<file path="src/rtl/dwc_ddrphy_por_seq.sv">
// Core-domain sequencer for the PHY power-on-reset / DRAM-reset handoff cell.
// Issues the DCTSane set pulse, confirms DCTSane, releases POR MemReset, then owns DCTMemReset.
module dwc_ddrphy_por_seq #(
    parameter int SETTLE_CYC  = 16,
    parameter int PULSE_CYC   = 4,
    parameter int SANE_TMO    = 64,
    parameter int MIN_RST_CYC = 32,
    parameter int CNT_W       = 8
) (
    input  logic       DfiClk,
    input  logic       Reset_n,
    input  logic       PwrOkDlyd,
    input  logic       DCTSane,
    input  logic       SeqStart,
    input  logic       MemResetReq,
    output logic       SetDCTSanePulse,
    output logic       ClrPORMemReset,
    output logic       DCTMemReset,
    output logic       SeqDone,
    output logic       SeqErr,
    output logic [2:0] SeqState
);

    typedef enum logic [2:0] {
        IDLE       = 3'd0,
        WAIT_PWROK = 3'd1,
        SETTLE     = 3'd2,
        SANE_PULSE = 3'd3,
        SANE_WAIT  = 3'd4,
        CLR_POR    = 3'd5,
        READY      = 3'd6,
        ERROR      = 3'd7
    } seqState_t;

    localparam logic [CNT_W-1:0] CNT_ONE     = CNT_W'(1);
    localparam logic [CNT_W-1:0] SETTLE_LD   = CNT_W'(SETTLE_CYC - 1);
    localparam logic [CNT_W-1:0] PULSE_LD    = CNT_W'(PULSE_CYC - 1);
    localparam logic [CNT_W-1:0] SANE_TMO_LD = CNT_W'(SANE_TMO - 1);
    localparam logic [CNT_W-1:0] MIN_RST_LD  = CNT_W'(MIN_RST_CYC - 1);

    logic             pwrOkMeta, pwrOkSync;
    logic             saneMeta, saneSync;
    seqState_t        state, stateNext;
    logic [CNT_W-1:0] cnt, cntNext;
    logic [CNT_W-1:0] holdCnt, holdCntNext;
    logic             pulseNext, clrNext, memRstNext, doneNext, errNext;
    logic             pwrLost;

    // Two-flop synchronisers for the asynchronous POR-cell inputs.
    // NOTE: sequential state uses non-blocking assignments so every flop samples pre-edge values.
    always_ff @(posedge DfiClk or negedge Reset_n) begin
        if (!Reset_n) begin
            pwrOkMeta <= 1'b0;
            pwrOkSync <= 1'b0;
            saneMeta  <= 1'b0;
            saneSync  <= 1'b0;
        end else begin
            pwrOkMeta <= PwrOkDlyd;
            pwrOkSync <= pwrOkMeta;
            saneMeta  <= DCTSane;
            saneSync  <= saneMeta;
        end
    end

    assign pwrLost = !pwrOkSync &&
                     (state inside {SETTLE, SANE_PULSE, SANE_WAIT, CLR_POR, READY});

    // NOTE: every signal gets a default before the case so no latch can be inferred.
    always_comb begin
        stateNext   = state;
        cntNext     = (cnt != '0) ? cnt - CNT_ONE : '0;
        holdCntNext = (holdCnt != '0) ? holdCnt - CNT_ONE : '0;
        memRstNext  = 1'b1;

        // Power loss outranks every other exit, including the timeout and sane result.
        if (pwrLost) begin
            stateNext = WAIT_PWROK;
        end else begin
            unique case (state)
                IDLE: begin
                    if (SeqStart) stateNext = WAIT_PWROK;
                end
                WAIT_PWROK: begin
                    if (pwrOkSync) begin
                        stateNext = SETTLE;
                        cntNext   = SETTLE_LD;
                    end
                end
                SETTLE: begin
                    if (cnt == '0) begin
                        stateNext = SANE_PULSE;
                        cntNext   = PULSE_LD;
                    end
                end
                SANE_PULSE: begin
                    if (cnt == '0) begin
                        stateNext = SANE_WAIT;
                        cntNext   = SANE_TMO_LD;
                    end
                end
                SANE_WAIT: begin
                    if (saneSync)        stateNext = CLR_POR;
                    else if (cnt == '0)  stateNext = ERROR;
                end
                CLR_POR: begin
                    stateNext = READY;
                end
                READY: begin
                    if (!saneSync) stateNext = ERROR;
                end
                ERROR: begin
                    if (SeqStart) stateNext = WAIT_PWROK;
                end
                default: stateNext = IDLE;
            endcase
        end

        // A release request is deferred until the minimum assertion time has elapsed.
        if (state == READY && stateNext == READY) begin
            if (MemResetReq) begin
                memRstNext = 1'b1;
                if (!DCTMemReset) holdCntNext = MIN_RST_LD;
            end else begin
                memRstNext = DCTMemReset && (holdCnt != '0);
            end
        end

        pulseNext = (stateNext == SANE_PULSE);
        clrNext   = (stateNext == CLR_POR) || (stateNext == READY);
        doneNext  = (stateNext == READY);
        errNext   = (stateNext == ERROR);
    end

    always_ff @(posedge DfiClk or negedge Reset_n) begin
        if (!Reset_n) begin
            state           <= IDLE;
            cnt             <= '0;
            holdCnt         <= '0;
            SetDCTSanePulse <= 1'b0;
            ClrPORMemReset  <= 1'b0;
            DCTMemReset     <= 1'b1;
            SeqDone         <= 1'b0;
            SeqErr          <= 1'b0;
        end else begin
            state           <= stateNext;
            cnt             <= cntNext;
            holdCnt         <= holdCntNext;
            SetDCTSanePulse <= pulseNext;
            ClrPORMemReset  <= clrNext;
            DCTMemReset     <= memRstNext;
            SeqDone         <= doneNext;
            SeqErr          <= errNext;
        end
    end

    assign SeqState = state;

endmodule

</file>
<file path="config.mk">
export PLATFORM = sky130hd
export DESIGN_NAME = dwc_ddrphy_por_seq
export DESIGN_NICKNAME = d
export VERILOG_FILES = /design/src/rtl/dwc_ddrphy_por_seq.sv
export SDC_FILE = /design/constraint.sdc
export NUM_CORES = 1
export LEC_CHECK = 0
export ABC_AREA = 1
export CORE_ASPECT_RATIO = 1.75
export CORE_MARGIN = 10
export CORE_UTILIZATION = 55
export DETAILED_ROUTE_END_ITERATION = 8
export PLACE_DENSITY_LB_ADDON = 0.25
export SYNTH_ARGS = -nofsm -noshare
export SYNTH_HDL_FRONTEND = slang
export SYNTH_SLANG_ARGS = --single-unit
export TNS_END_PERCENT = 100
</file>
<file path="constraint.sdc">
create_clock -name DfiClk -period 2.5 [get_ports DfiClk]
set_input_delay 0.5 -clock DfiClk [delete_from_list [all_inputs] [get_ports DfiClk]]
set_output_delay 0.5 -clock DfiClk [all_outputs]
set_load 0.05 [all_outputs]
</file>
**Word-level counts from Yosys, hierarchy flattened**

Cells that the tools add are included.

- Register bits: 28
- Input bits: 6
- Logic and storage cells: 57

- Add/subtract/negate cells: 2
- Equal/unequal tests: 11
- Muxes and demuxes: 21
- Reductions and logical operators: 11

Operators with widths:

| kind | count |
|---|---|
| $mux W8 | 9 |
| $mux W3 | 8 |
| $pmux W8 S3 | 1 |
| $eq A3 B3 Y1 const B | 7 |
| $pmux W3 S7 | 1 |
| $reduce_bool A8 Y1 | 2 |
| $sub A8 B1 Y8 const B | 2 |
| $eq A3 B2 Y1 const B | 3 |
| $logic_not A8 Y1 | 1 |
| $reduce_bool A5 Y1 | 1 |
| $eq A3 B1 Y1 const B | 1 |
| $logic_and A1 B1 Y1 | 3 |
| $logic_not A3 Y1 | 1 |
| $mux W1 | 2 |
| $reduce_or A2 Y1 | 1 |
| $logic_not A1 Y1 | 1 |
| $logic_or A1 B1 Y1 | 1 |

**Depth between registers and ports, before layout**

Gate-level depths: netlist of run 1.

- Word-level depth: 8
- Mapped depth: 13
- Gate-level depth less buffers: 13

**Worst setup path after synthesis of run 1**

Ideal clock, no wire load.

- Kind: flip-flop to flip-flop
- Start point: register state[1], in the netlist SeqState[1]
- End point: register holdCnt[5]
- Setup time: 0.117 ns
- Arrival time: 2.130 ns
- Required time: 2.383 ns
- Slack: 0.253 ns
- Cell stages (with the launch flop): 14
- Path buffers: 1
- Period minus slack after synthesis: 2.247 ns
- Path through: dfrtp_1 -> buf_2 -> inv_2 -> ha_1 -> nor2_1 -> nand2_1 -> nor2_4 -> nor2_1 -> nand2_2 -> nand2_4 -> nor2_8 -> nand4_4 -> nand2_1 -> nand2_1

- Cells in the longest elaborated chain, start to end: 7
- Elaborated cells on any way between the ends: 23
- Those cells by class: eq/ne: 8; mux: 10; reduce/logical: 5

RTL lines:

| element | line | RTL |
|---|---|---|
| start: declaration | 43 | `seqState_t state, stateNext;` |
| start signal: assignment | 145 | `state <= stateNext;` |
| $eq A3 B3 Y1, or another cell as far along | 79 | `unique case (state)` |
| $reduce_or A2 Y1 (no line), or another cell as far along | - |  |
| $pmux W3 S7 or $logic_and A1 B1 Y1 (tied branches) | 79, 65 |  |
| $mux W3 | 76 | `if (pwrLost) begin` |
| $eq A3 B3 Y1 | 119 | `if (state == READY && stateNext == READY) begin` |
| $logic_and A1 B1 Y1 * | 119 |  |
| $mux W8 * | 119 |  |
| named net holdCntNext[5] | 45 | `logic [CNT_W-1:0] holdCnt, holdCntNext;` |
| end signal: assignment | 147 | `holdCnt <= holdCntNext;` |
| end: declaration | 45 |  |

Mark *: on every way through the listed nets, which the timed path passes. The rest lies on a longest branch.

**Worst setup path in the final report of run 1**

- Start point: register state[1], in the netlist SeqState[1]
- End point: output port SeqState[1]

RTL lines:

| element | line | RTL |
|---|---|---|
| end: declaration | 21 | `output logic [2:0] SeqState` |

No word-level cell between the ends.

==> results.py, run 1 <==
metrics = {
    "timing": {
        "clock_skew_ps": 6.648,
        "worstMarginPinSlew_ps": 511.1,
        "tns_ps": 0,
        "setup_viol_count_final": 0,
        "fin_crit_ps": 2258,
        "setup_ws_ps": 242.1,
        "rsz0062_at_grt": "false",
        "slew_viol_final": 0,
        "fmax_ghz": 0.4429,
        "period_share_pct": 90.32,
        "finalHoldViolCount": 0,
        "relSlewSlack_pct": 65.82,
    },
    "setup_path": {
        "path_cells": "clkdlybuf4s50_1",
        "crit_family": "buffers and inverters",
        "critPathKind": "flip-flop to output pin",
        "end_kind": "output pin",
        "cp.arrival_ps": 1760,
        "worstSetupStartpointType": "flip-flop",
        "crit_buf_inv": 1,
        "max_stage_delay_ps": 890,
        "critPathRequiredTime_ps": 2000,
        "path_max_fanout": 11,
        "crit_slowest_cell": "clkdlybuf4s50_1",
    },
    "logic_synthesis": {
        "synth_cells": 232,
        "synth_cell_types": 34,
        "yosysSeqAreaShare_pct": 39.51,
        "synth_fp_nets": 243,
        "synth-seq-cells": 28,
        "ys_warn_count": 0,
        "avgSynthCellArea_um2": 7.658,
        "synthFlopType": "dfrtp_1",
        "synth_edf_count": 0,
        "synthArstFlopShare_pct": 100.0,
        "syn_area_um2": 1777,
    },
    "grt": {
        "grt.total_usage_pct": 13.73,
        "gr-total-overflow": 0,
        "antenna_found_initial": 0,
        "grt_pass1_vias": 1597,
        "grt_pass1_wl_mm": 6.706,
        "grt_max_degree": 29,
    },
    "placement": {
        "dp.cells": 287,
        "pre_cts_ws_ps": 413.8,
        "hpwl_mm": 3.060,
        "place_congestion": 0.9113,
        "numPortBuffers": 13,
    },
    "detailed_routing": {
        "wirelength_mm": 3.844,
        "drt-vias-per-instance": 5.292,
        "drtPass1Iterations": 5,
        "drtIter0Drc": 50,
        "ant_nets": 0,
        "wl_per_cell_um": 13.21,
        "drc": 0,
        "vias": 1540,
    },
    "clocking": {
        "clock_sinks": 28,
        "clk_pin_slew_worst_paths_ps": 100,
        "cts_made_buffers": 3,
        "post-cts-setup-buffer-count": 0,
        "insertion_delay_ps": 280,
        "cts_buffer_depth": 2,
        "root_buffer": "clkbuf_8",
        "cts_resized": 0,
        "hold_buffers": 0,
        "cts_tree": "built",
        "htreeDepth": 1,
    },
    "pwr": {
        "swShare_pct": 51.71,
        "p_leak_nw": 1.082,
        "internal_power_mw": 1.455,
        "p_sw_mw": 1.558,
        "ir_drop_uv": 861.8,
        "p_clk_share_pct": 12.0,
        "p_per_area_nw_per_um2": 1487,
        "pwr-share-comb_pct": 61.6,
        "total_power_mw": 3.014,
        "p_seq_share_pct": 26.5,
    },
    "finish": {
        "postLayoutCoreUtil_pct": 64.52,
        "final_nets": 260,
        "diodes": 0,
        "final_cells": 291,
        "fill_cells": 295,
        "syn2layout_area_growth_pct": 14.08,
        "drive_gt1_share_pct": 13.31,
    },
    "floorplanning": {
        "initial_core_util_pct": 56.55,
        "die_w_um": 62.97,
        "die_h_um": 95.19,
        "core_um2": 3142,
        "row_count": 27,
        "dieArea_um2": 5993,
        "ioPinCount": 14,
    },
    "run_status": {
        "status": "finished, final reports clean",
    },
    "min_path": {
        "hold_class": "flip-flop to flip-flop",
    },
    "run": {
        "max-cap-violations": 0,
    },
}
## area by class of cell
type                    count  area (µm²)  area share (%)
multi-input cells         159       900.9           44.44
well taps                  43       53.80           2.654
clock inverters             1       30.03           1.481
clock buffers               3       41.29           2.037
flip-flops and latches     28       701.9           34.63
repair buffers             14       137.6           6.790
inverters                  43       161.4           7.963
## registers in the layout, indices dropped and copies added, names as in the netlist
signal and flops:
cnt 8, holdCnt 8, SeqState 3, ClrPORMemReset 1
DCTMemReset 1, SeqDone 1, SeqErr 1, SetDCTSanePulse 1
pwrOkMeta 1, pwrOkSync 1, saneMeta 1, saneSync 1
## power by group through the flow
stage	Combinational, mW	Sequential (mW)	Clock, mW
2_1_floorplan	1.38	0.877	0
3_3_place_gp	1.82	0.801	0
3_5_place_dp	1.85	0.804	0
4_1_cts	1.87	0.796	0.362
5_1_grt	2.10	0.823	0.382
6_report	1.86	0.797	0.361
## final timing paths
check | from | endpoint | slack (ps) | cells after the start
min in group asynchronous | Reset_n | cnt[0] | 580 | 2
min reg2reg | saneMeta | saneSync | 360 | 0
max | SeqState[1] | SeqState[1] | 240 | 1
max reg2reg | SeqState[1] | holdCnt[6] | 360 | 12
min | saneMeta | saneSync | 360 | 0
max in group asynchronous | Reset_n | DCTMemReset | 1600 | 2
## cell families after synthesis
| kind of cell | after synthesis | synth area share, % |
|---|---|---|
| adders and majority gates | 5 | 3.521 |
| DFF | 28 | 39.51 |
| and+or+nand+nor | 124 | 35.85 |
| buffers and inverters | 45 | 9.789 |
| AOI/OAI and AO/OA | 26 | 9.367 |
| xor gates and xnor gates | 4 | 1.972 |
## routing by layer
layer / wire, µm / GRT usage, %
met1: 1338 / 11.24
met2: 2184 / 28.40
met3: 68 / 1.643
met4: 251 / 10.49
met5: 0 / 0
## Yosys cell counts (5+ instances only)
library cell | count | share of area (%)
inv_1 | 36 | 7.6
a21oi_1 | 8 | 2.3
inv_2 | 7 | 1.5
o21ai_0 | 8 | 2.3
nor2_1 | 31 | 6.5
nand4_1 | 8 | 2.8
dfrtp_1 | 27 | 38
nand2_1 | 50 | 11
nand3_1 | 15 | 4.2
ha_1 | 5 | 3.5
## placed cells by master (no fill, tap or decap), drive strengths merged
master	instances
a2111oi	1
a21boi	2
a21oi	9
a31oi	1
buf	1
bufinv	1
clkbuf	3
clkdlybuf4s50	13
dfrtp	27
dfstp	1
ha	5
inv	43
nand2	55
nand3	20
nand4	11
nor2	34
nor3	3
o21ai	10
o221ai	1
o22ai	2
or2	1
xor2	4
## through the flow
stage | area, µm² | hold WS [ps]
floorplan | 1777 | 204.4
global placement | 1956 | 334.5
detailed placement | 1956 | 342.6
CTS | 2027 | 365.9
finish | 2027 | 362.1
global route | 2027 | 370.6
Power figures use the tool's default switching activity.
==> run 2, diff against run 1 <==
Settings changed: MAX_ROUTING_LAYER from default to met4.
==> results.py, run 2 (same netlist as run 1, synthesis figures left out) <==
metrics = {
    "run_status": {
        "status": "finished, final reports clean",
    },
    "setup_path": {
        "end_kind": "output pin",
        "path_max_fanout": 11,
        "path_cells": "clkdlybuf4s50_1",
        "r2r_slack_ps": 360,
        "max_stage_delay_ps": 890,
        "crit_cells": 1,
        "critPathKind": "flip-flop to output pin",
        "crit_slowest_cell": "clkdlybuf4s50_1",
        "cp.arrival_ps": 1760,
        "critPathRequiredTime_ps": 2000,
        "worstSetupStartpointType": "flip-flop",
        "r2r_cells": 12,
        "crit_buf_inv": 1,
        "crit_family": "buffers and inverters",
    },
    "floorplanning": {
        "core_um2": 3142,
        "ioPinCount": 14,
        "dieArea_um2": 5993,
        "die_w_um": 62.97,
        "die_h_um": 95.19,
        "row_count": 27,
        "initial_core_util_pct": 56.55,
    },
    "run": {
        "max-cap-violations": 0,
    },
    "clocking": {
        "cts_made_buffers": 3,
        "clk_pin_slew_worst_paths_ps": 100,
        "insertion_delay_ps": 280,
        "root_buffer": "clkbuf_8",
        "post-cts-setup-buffer-count": 0,
        "cts_tree": "built",
        "htreeDepth": 1,
        "hold_buffers": 0,
        "clock_sinks": 28,
        "cts_buffer_depth": 2,
        "cts_resized": 0,
    },
    "detailed_routing": {
        "drtPass1Iterations": 4,
        "drc": 0,
        "wl_per_cell_um": 13.26,
        "ant_nets": 0,
        "vias": 1524,
        "drtIter0Drc": 46,
        "wirelength_mm": 3.860,
        "drt-vias-per-instance": 5.237,
    },
    "finish": {
        "postLayoutCoreUtil_pct": 64.52,
        "final_nets": 260,
        "final_common_cell": "nand2_1",
        "drive_gt1_share_pct": 13.31,
        "syn2layout_area_growth_pct": 14.08,
        "diodes": 0,
        "mostFrequentLayoutCells": "nand2_1, inv_1, nor2_1",
    },
    "timing": {
        "finalHoldViolCount": 0,
        "clock_skew_ps": 6.862,
        "period_share_pct": 90.34,
        "tns_ps": 0,
        "worstMarginPinSlew_ps": 512.3,
        "fin_crit_ps": 2258,
        "relSlewSlack_pct": 65.74,
        "rsz0062_at_grt": "false",
        "slew_viol_final": 0,
        "fmax_ghz": 0.4428,
        "setup_viol_count_final": 0,
    },
    "pwr": {
        "ir_drop_uv": 862.7,
        "p_leak_nw": 1.082,
        "p_per_area_nw_per_um2": 1489,
    },
    "min_path": {
        "holdPathStages": 0,
        "hold_class": "flip-flop to flip-flop",
    },
    "grt": {
        "grt.total_usage_pct": 14.17,
        "gr-total-overflow": 0,
        "grt_pass1_wl_mm": 6.720,
        "grt_pass1_vias": 1601,
        "antenna_found_initial": 0,
        "grt_max_degree": 29,
    },
    "placement": {
        "hpwl_mm": 3.060,
        "place_congestion": 0.9270,
        "numPortBuffers": 13,
    },
}
run 2: per-stage QoR:
| step | instances | cell area (µm²) | setup slack, ps | hold slack [ps] | power (mW) |
|---|---|---|---|---|---|
| 6_report | 291 | 2027 | 241.6 | 362.1 | 3.018 |
| 5_1_grt | 291 | 2027 | 162.6 | 370.6 | 3.307 |
| 4_1_cts | 291 | 2027 | 244.5 | 365.9 | 3.030 |
| 3_5_place_dp | 287 | 1956 | 413.8 | 342.6 | 2.651 |
| 3_3_place_gp | 287 | 1956 | 443.4 | 334.5 | 2.619 |
| 2_1_floorplan | 232 | 1777 | 253.0 | 204.4 | 2.260 |
run 2: cell type report:
type / count / area, µm²
fillers: 295 / 1115
multi-input cells: 159 / 900.9
flip-flops and latches: 28 / 701.9
inverters: 43 / 161.4
repair buffers: 14 / 137.6
well taps: 43 / 53.80
clock buffers: 3 / 41.29
clock inverters: 1 / 30.03
run 2: final timing paths:
| kind | endpoint | start |
|---|---|---|
| setup / recovery | SeqState[1] | SeqState[1] |
| hold / removal | saneSync | saneMeta |
| setup reg to reg | holdCnt[6] | SeqState[1] |
| hold reg to reg | saneSync | saneMeta |
| max in group asynchronous | DCTMemReset | Reset_n |
| min in group asynchronous | cnt[0] | Reset_n |
run 2: power by group:
| part | switching (mW) | leakage, nW | total, mW | internal [mW] |
|---|---|---|---|---|
| sequential | 0.167 | 0.345 | 0.798 | 0.631 |
| clock | 0.146 | 0.0357 | 0.361 | 0.215 |
| combinational | 1.25 | 0.701 | 1.86 | 0.610 |
run 2: metal layers:
metal  part of all wire [%]  GRT usage (%)
met5                      0              -
met3                    1.4          1.643
met4                    6.6          10.49
met1                     36          11.38
met2                     56          28.32
